File: src/rtl/llc_bus_pkg.sv
// Shared types for the LLC <-> system-bus interface: bus operations, snoop
// results and the bus interface unit FSM states.
package llc_bus_pkg;

  localparam int BUS_ADDR_BITS        = 32;
  localparam int BUS_BYTE_OFFSET_BITS = 6;

  typedef enum logic [1:0] {
    OP_READ       = 2'd0,
    OP_WRITE      = 2'd1,
    OP_INVALIDATE = 2'd2,
    OP_RWIM       = 2'd3
  } bus_op_t;

  typedef enum logic [1:0] {
    SNP_HIT   = 2'd0,
    SNP_HITM  = 2'd1,
    SNP_NOHIT = 2'd2
  } snp_rslt_t;

  typedef enum logic [2:0] {
    ST_IDLE  = 3'd0,
    ST_ARB   = 3'd1,
    ST_ADDR  = 3'd2,
    ST_SNOOP = 3'd3,
    ST_DATA  = 3'd4,
    ST_RESP  = 3'd5
  } biu_state_t;

endpackage

File: src/rtl/biu_req_fifo.sv
// Request buffer for the bus interface unit: power-of-two depth, wrapping
// pointers, extra count bit to tell full from empty.
module biu_req_fifo #(
  parameter int WIDTH = 34,
  parameter int DEPTH = 4
) (
  input  logic                     clk,
  input  logic                     rst_n,
  input  logic                     push,
  input  logic [WIDTH-1:0]         push_data,
  input  logic                     pop,
  output logic [WIDTH-1:0]         pop_data,
  output logic                     full,
  output logic                     empty,
  output logic [$clog2(DEPTH):0]   count
);

  localparam int PTR_W = $clog2(DEPTH);
  localparam int CNT_W = PTR_W + 1;

  logic [WIDTH-1:0] mem [DEPTH];
  logic [PTR_W-1:0] wr_ptr;
  logic [PTR_W-1:0] rd_ptr;
  logic             do_push;
  logic             do_pop;

  assign full     = (count == CNT_W'(DEPTH));
  assign empty    = (count == '0);
  assign do_push  = push && !full;
  assign do_pop   = pop && !empty;
  assign pop_data = mem[rd_ptr];

  always_ff @(posedge clk or negedge rst_n) begin
    if (!rst_n) begin
      wr_ptr <= '0;
      rd_ptr <= '0;
      count  <= '0;
    end else begin
      if (do_push) wr_ptr <= wr_ptr + PTR_W'(1);
      if (do_pop)  rd_ptr <= rd_ptr + PTR_W'(1);
      case ({do_push, do_pop})
        2'b10:   count <= count + CNT_W'(1);
        2'b01:   count <= count - CNT_W'(1);
        default: count <= count;
      endcase
    end
  end

  // Storage needs no reset: only entries below count are ever read.
  always_ff @(posedge clk) begin
    if (do_push) mem[wr_ptr] <= push_data;
  end

endmodule

File: src/rtl/llc_bus_interface_unit.sv
// Bus interface unit between the LLC and the system bus: queues LLC requests
// and runs each as arbitrate/address/snoop/data. Optional BIU_STATS_EN adds counters.
module llc_bus_interface_unit
  import llc_bus_pkg::*;
#(
  parameter int ADDR_BITS        = BUS_ADDR_BITS,
  parameter int BYTE_OFFSET_BITS = BUS_BYTE_OFFSET_BITS,
  parameter int FIFO_DEPTH       = 4,
  parameter int SNOOP_CYCLES     = 2,
  parameter int DATA_BEATS       = 4
) (
  input  logic                          clk,
  input  logic                          rst_n,
  input  logic                          req_valid,
  output logic                          req_ready,
  input  bus_op_t                       req_op,
  input  logic [ADDR_BITS-1:0]          req_addr,
  output logic                          resp_valid,
  input  logic                          resp_ready,
  output bus_op_t                       resp_op,
  output logic [ADDR_BITS-1:0]          resp_addr,
  output snp_rslt_t                     resp_snoop,
  output logic                          bus_req,
  input  logic                          bus_gnt,
  output logic                          bus_addr_valid,
  output bus_op_t                       bus_op,
  output logic [ADDR_BITS-1:0]          bus_addr,
  input  logic                          bus_hit,
  input  logic                          bus_hitm,
  input  logic                          bus_data_ack,
  output logic [$clog2(FIFO_DEPTH):0]   fifo_level,
  output biu_state_t                    state_dbg
`ifdef BIU_STATS_EN
  ,
  output logic [31:0]                   stat_ops [4],
  output logic [31:0]                   stat_hitm,
  output logic [31:0]                   stat_stall
`endif
);

  // Handshakes: a transfer happens on the rising edge where valid && ready;
  // valid never depends on ready, and a response holds until accepted.

  localparam int ENTRY_W = ADDR_BITS + 2;
  localparam int SNP_W   = $clog2(SNOOP_CYCLES + 1);
  localparam int BEAT_W  = $clog2(DATA_BEATS + 1);
  localparam logic [ADDR_BITS-1:0] OFFSET_MASK =
    {{(ADDR_BITS-BYTE_OFFSET_BITS){1'b0}}, {BYTE_OFFSET_BITS{1'b1}}};

  biu_state_t           state_q, state_d;
  bus_op_t              txn_op;
  logic [ADDR_BITS-1:0] txn_addr;
  snp_rslt_t            snoop_q;
  logic [SNP_W-1:0]     snp_cnt;
  logic [BEAT_W-1:0]    beat_cnt;
  logic                 snp_last;
  logic                 fifo_pop;
  logic                 fifo_full;
  logic                 fifo_empty;
  logic [ENTRY_W-1:0]   fifo_dout;

  biu_req_fifo #(
    .WIDTH (ENTRY_W),
    .DEPTH (FIFO_DEPTH)
  ) u_req_fifo (
    .clk       (clk),
    .rst_n     (rst_n),
    .push      (req_valid && req_ready),
    .push_data ({req_op, req_addr & ~OFFSET_MASK}),
    .pop       (fifo_pop),
    .pop_data  (fifo_dout),
    .full      (fifo_full),
    .empty     (fifo_empty),
    .count     (fifo_level)
  );

  // Gated by rst_n so every output reads 0 while reset is held.
  assign req_ready = rst_n && !fifo_full;
  assign snp_last  = (snp_cnt == SNP_W'(SNOOP_CYCLES - 1));
  assign state_dbg = state_q;

  always_ff @(posedge clk or negedge rst_n) begin
    if (!rst_n) state_q <= ST_IDLE;
    else        state_q <= state_d;
  end

  always_comb begin
    state_d  = state_q;
    fifo_pop = 1'b0;
    case (state_q)
      ST_IDLE: begin
        if (!fifo_empty) begin
          fifo_pop = 1'b1;
          state_d  = ST_ARB;
        end
      end
      ST_ARB:   if (bus_gnt) state_d = ST_ADDR;
      ST_ADDR:  state_d = ST_SNOOP;
      ST_SNOOP: begin
        if (snp_last) state_d = (txn_op == OP_INVALIDATE) ? ST_RESP : ST_DATA;
      end
      ST_DATA: begin
        if (bus_data_ack && beat_cnt == BEAT_W'(DATA_BEATS - 1)) state_d = ST_RESP;
      end
      ST_RESP:  if (resp_ready) state_d = ST_IDLE;
      default:  state_d = ST_IDLE;
    endcase
  end

  // Grant is only looked at in ARB; once won, the bus is held until RESP.
  always_comb begin
    bus_req        = (state_q == ST_ARB) || (state_q == ST_ADDR) ||
                     (state_q == ST_SNOOP) || (state_q == ST_DATA);
    bus_addr_valid = (state_q == ST_ADDR);
    bus_op         = bus_addr_valid ? txn_op : OP_READ;
    bus_addr       = bus_addr_valid ? txn_addr : '0;
    resp_valid     = (state_q == ST_RESP);
    resp_op        = txn_op;
    resp_addr      = txn_addr;
    resp_snoop     = snoop_q;
  end

  always_ff @(posedge clk or negedge rst_n) begin
    if (!rst_n) begin
      txn_op   <= OP_READ;
      txn_addr <= '0;
      snoop_q  <= SNP_HIT;
      snp_cnt  <= '0;
      beat_cnt <= '0;
    end else begin
      if (fifo_pop) begin
        txn_op   <= bus_op_t'(fifo_dout[ENTRY_W-1 -: 2]);
        txn_addr <= fifo_dout[ADDR_BITS-1:0];
      end
      if (state_q == ST_SNOOP) begin
        snp_cnt <= snp_cnt + SNP_W'(1);
        if (snp_last) begin
          snoop_q <= bus_hitm ? SNP_HITM : (bus_hit ? SNP_HIT : SNP_NOHIT);
        end
      end else begin
        snp_cnt <= '0;
      end
      if (state_q == ST_DATA) begin
        if (bus_data_ack) beat_cnt <= beat_cnt + BEAT_W'(1);
      end else begin
        beat_cnt <= '0;
      end
    end
  end

`ifdef BIU_STATS_EN
  logic resp_fire;
  assign resp_fire = resp_valid && resp_ready;

  // All counters saturate at all-ones.
  always_ff @(posedge clk or negedge rst_n) begin
    if (!rst_n) begin
      for (int i = 0; i < 4; i++) stat_ops[i] <= '0;
      stat_hitm  <= '0;
      stat_stall <= '0;
    end else begin
      if (resp_fire) begin
        if (stat_ops[txn_op] != '1) stat_ops[txn_op] <= stat_ops[txn_op] + 32'd1;
        if (snoop_q == SNP_HITM && stat_hitm != '1) stat_hitm <= stat_hitm + 32'd1;
      end
      if (state_q == ST_ARB && !bus_gnt && stat_stall != '1) begin
        stat_stall <= stat_stall + 32'd1;
      end
    end
  end
`endif

endmodule
File: config.mk
export PLATFORM = sky130hd
export DESIGN_NAME = llc_bus_interface_unit
export DESIGN_NICKNAME = d
export VERILOG_FILES = /design/src/rtl/llc_bus_pkg.sv /design/src/rtl/biu_req_fifo.sv /design/src/rtl/llc_bus_interface_unit.sv
export SDC_FILE = /design/constraint.sdc
export NUM_CORES = 1
export LEC_CHECK = 0
export CORE_AREA = 3 3 151 153
export DETAILED_ROUTE_END_ITERATION = 8
export DIE_AREA = 0 0 154 156
export HOLD_SLACK_MARGIN = 0.02
export PLACE_DENSITY = 0.51
export SYNTH_ARGS = -nofsm -noshare
export SYNTH_HDL_FRONTEND = slang
export SYNTH_SLANG_ARGS = --single-unit
File: constraint.sdc
create_clock -name clk -period 6.3 [get_ports clk]
set_input_delay 0.945 -clock clk [delete_from_list [all_inputs] [get_ports clk]]
set_output_delay 0.945 -clock clk [all_outputs]
set_load 0.02 [all_outputs]
==> metrics.md <==
| Metric | Value |
|---|---|
| CP max stage cell | `nor3b_2` |
| All-Layer GR Usage | `0.114` |
| Vias in the first global route | `3508` |
| Crit end category | `output port` |
| Top post-synthesis cells by area | `edfxtp_1 (52%), dfrtp_1 (17%), mux4_2 (9.7%), mux2_4 (6.5%), and2_1 (2.9%)` |
| Die Y | `156 µm` |
| Fin. max-slew vios | `0` |
| Ant. Diodes | `0` |
| Hold Crit Class | `flip-flop to flip-flop` |
| Pwr Density | `498 nW/µm²` |
| Asr flop ratio synth | `0.287` |
| Post-Syn Instances | `340` |
| Hold_ws | `0.431 ns` |
| Data arrival time of the worst path | `2.99 ns` |
| R2r endpoint | `u_req_fifo.count[2]$_DFFE_PN0P_` |
| Worst-path fanout max | `17` |
| Register area share after synthesis | `0.694` |
| Library cells used by synthesis | `37` |
| Gpl congestion | `0.679` |
| Yosys top cell area share | `0.520` |
| Yosys warning count | `0` |
| Hold EP | `snp_cnt[0]$_DFF_PN0_` |
| CP required | `5.35 ns` |
| Initial antenna violation count | `0` |
| DP Worst Slack | `2.59 ns` |
| First-pass GRT wire length | `20400 µm` |
| Period utilization | `0.625` |
| H-tree depth | `4` |
| Worst-Skew Late Latency | `0.42 ns` |
| Num rows | `54` |
| CTS Hold Buffers Added | `0` |
| Setup_tns | `0 ns` |
| IO Count | `122` |
| Initial core utilization | `0.298` |
| Clk root buf | `clkbuf_16` |
| Number of buffers created by CTS | `17` |
| Largest net degree at the start of global routing | `47` |
| Top FF cell, synth | `edfxtp_1` |
| Resized Gates After CTS | `0` |
| Synth top cells by count | `edfxtp_1 (112), dfrtp_1 (45), and2_1 (30)` |
| RSZ-0062 raised after global routing | `no` |
| Fin. Hold Viols | `0` |
| Crit Path Category | `flip-flop to output port` |
| Die width | `154 µm` |
| EDFF count, synth | `112` |
| Worst setup slack after layout | `2.36 ns` |
| CTS max path bufs | `2` |
| NumNets Final | `500` |
| Cell taking the most area after synthesis | `edfxtp_1` |
| Outcome | `complete, no violations` |
| FF-to-FF Start | `state_dbg[2]$_DFFE_PN0P_` |
| Postcts setup bufs | `0` |
| CTS tree | `done` |
| Router iterations before antenna repair | `4` |
| Rel. slew slack | `0.381` |
| Maximum clock frequency | `254 MHz` |
| Final setup fails | `0` |
| Die area | `24000 µm²` |
| Slowest stage delay, CP | `0.83 ns` |
| Period minus WS final | `3.94 ns` |
| Clock sinks | `157` |
| Min-delay src | `snp_cnt[0]$_DFF_PN0_` |
| Initial DRC count | `176` |
| Port Buf Inserts | `103` |
| Startpoint types | `flip-flop` |
| Most common cell in the netlist | `edfxtp_1` |
| Total grt overflow | `0` |
| Share of cells above drive strength 1 | `0.216` |
| Drt total wl | `13100 µm` |
| Core Footprint | `21700 µm²` |
| Dpl hpwl | `7620 µm` |
| CTS clk-pin slew, worst paths | `0.06 ns` |
| Vias | `3249` |
| Vias/cell | `4.38` |
| Synth Register Bits | `157` |
| Critical path, cell by cell | `nor3b_2, buf_4, and2_1, clkdlybuf4s50_1` |
| Synthesized area | `6470 µm²` |
| Crit path from | `state_dbg[1]$_DFFE_PN0P_` |
| Setup Skew | `0.0105 ns` |
| Placed cells | `710` |
| Fin util | `0.381` |
| Least-Margin Pin Slew | `0.924 ns` |
| DRC viols | `0` |
| Area Growth Syn to Fin | `27.8%` |
| Mean Syn Cell Area | `19.0 µm²` |
| DRT antenna net count | `0` |
| Fin cells | `742` |
| Max-cap violations | `0` |
| Reg2reg path depth | `8` |
| Leak pwr | `2.97 nW` |
| Max VDD drop | `0.207 mV` |
| R2R setup slack | `3.61 ns` |
| Hold path depth | `1` |
| Wire length per cell | `17.6 µm` |
==> kinds of logic (layout without fill, tap and decap cells) <==
kind of cell,Yosys count,in the layout,share of synthesized area
multiplexers,61,61,0.171
AO/OA/AOI/OAI,9,9,0.0106
other,1,12,0.000579
XOR/XNOR,8,8,0.0108
adder cells (fa/ha/maj),9,9,0.0186
AND/OR/NAND/NOR,58,58,0.0563
buffers and inverters,37,148,0.0387
flip-flops,157,157,0.694
==> flip-flops by register name, indices dropped and copies added, names as in the netlist <==
signal and count:
u_req_fifo.mem 112, resp_addr 26, beat_cnt 3, state_dbg 3, u_req_fifo.count 3, resp_op 2, resp_snoop 2, snp_cnt 2
u_req_fifo.rd_ptr 2, u_req_fifo.wr_ptr 2
==> worst max path at each step <==
| stage | endpoint | slack (ns) | cells after the start |
|---|---|---|---|
| floorplan | u_req_fifo.mem[0][0]$_DFFE_PP_ | 3.77 | 3 |
| global route | bus_addr[30] | 2.01 | 4 |
| finish | bus_addr[17] | 2.36 | 4 |
| detailed placement | req_ready | 2.59 | 5 |
| global placement | req_ready | 2.63 | 5 |
| CTS | bus_addr[17] | 2.17 | 4 |
==> area by class of cell <==
type,count,area [µm²]
fillers,2003,13400
flip-flops and latches,157,4490
multi-input cells,157,1780
repair buffers,107,1060
clock buffers,19,443
well taps,280,350
clock inverters,13,114
inverters,9,33.8
==> layer usage <==
metal	share of wire	wire length (µm)	global-route usage	up-vias
li1	-	-	-	1489
met5	0	0	0	-
met2	0.49	6410	0.186	93
met1	0.45	5820	0.146	1653
met4	0.012	156	0.0341	0
met3	0.052	680	0.0377	14
==> power breakdown <==
part           internal, W  switching [W]  leakage (nW)
Clock             0.000556       0.000414         0.268
Combinational     0.000872       0.000714          1.14
Sequential         0.00134       0.000223          1.56
Total              0.00277        0.00135          2.97
==> layout by cell type, fill, tap and decap left out, types with 4 or more instances in the layout <==
| master | count |
|---|---|
| clkdlybuf4s50_1 | 102 |
| xnor2_1 | 5 |
| inv_6 | 5 |
| clkbuf_16 | 17 |
| mux4_2 | 28 |
| conb_1 | 12 |
| dfrtp_1 | 43 |
| nand2_1 | 5 |
| mux2_4 | 28 |
| and2_1 | 30 |
| nand3b_1 | 4 |
| edfxtp_1 | 112 |
| and3_2 | 4 |
| nor2_1 | 5 |
| inv_1 | 8 |
| ha_1 | 8 |
| buf_4 | 4 |
==> metrics by stage <==
step                      cell area [µm²]  power [W]
after detailed placement             7710    0.00321
after global routing                 8270    0.00436
after global placement               7710    0.00319
after CTS                            8270    0.00420
after floorplan                      6510    0.00259
final                                8270    0.00412
==> worst max-delay path: cells and delay by family, from the launching register on <==
kind	cells	cell delay, ns
buffers and inverters	2	0.97
DFF	1	0.63
and+or+nand+nor	2	0.98
Power figures use the tool's default switching activity.
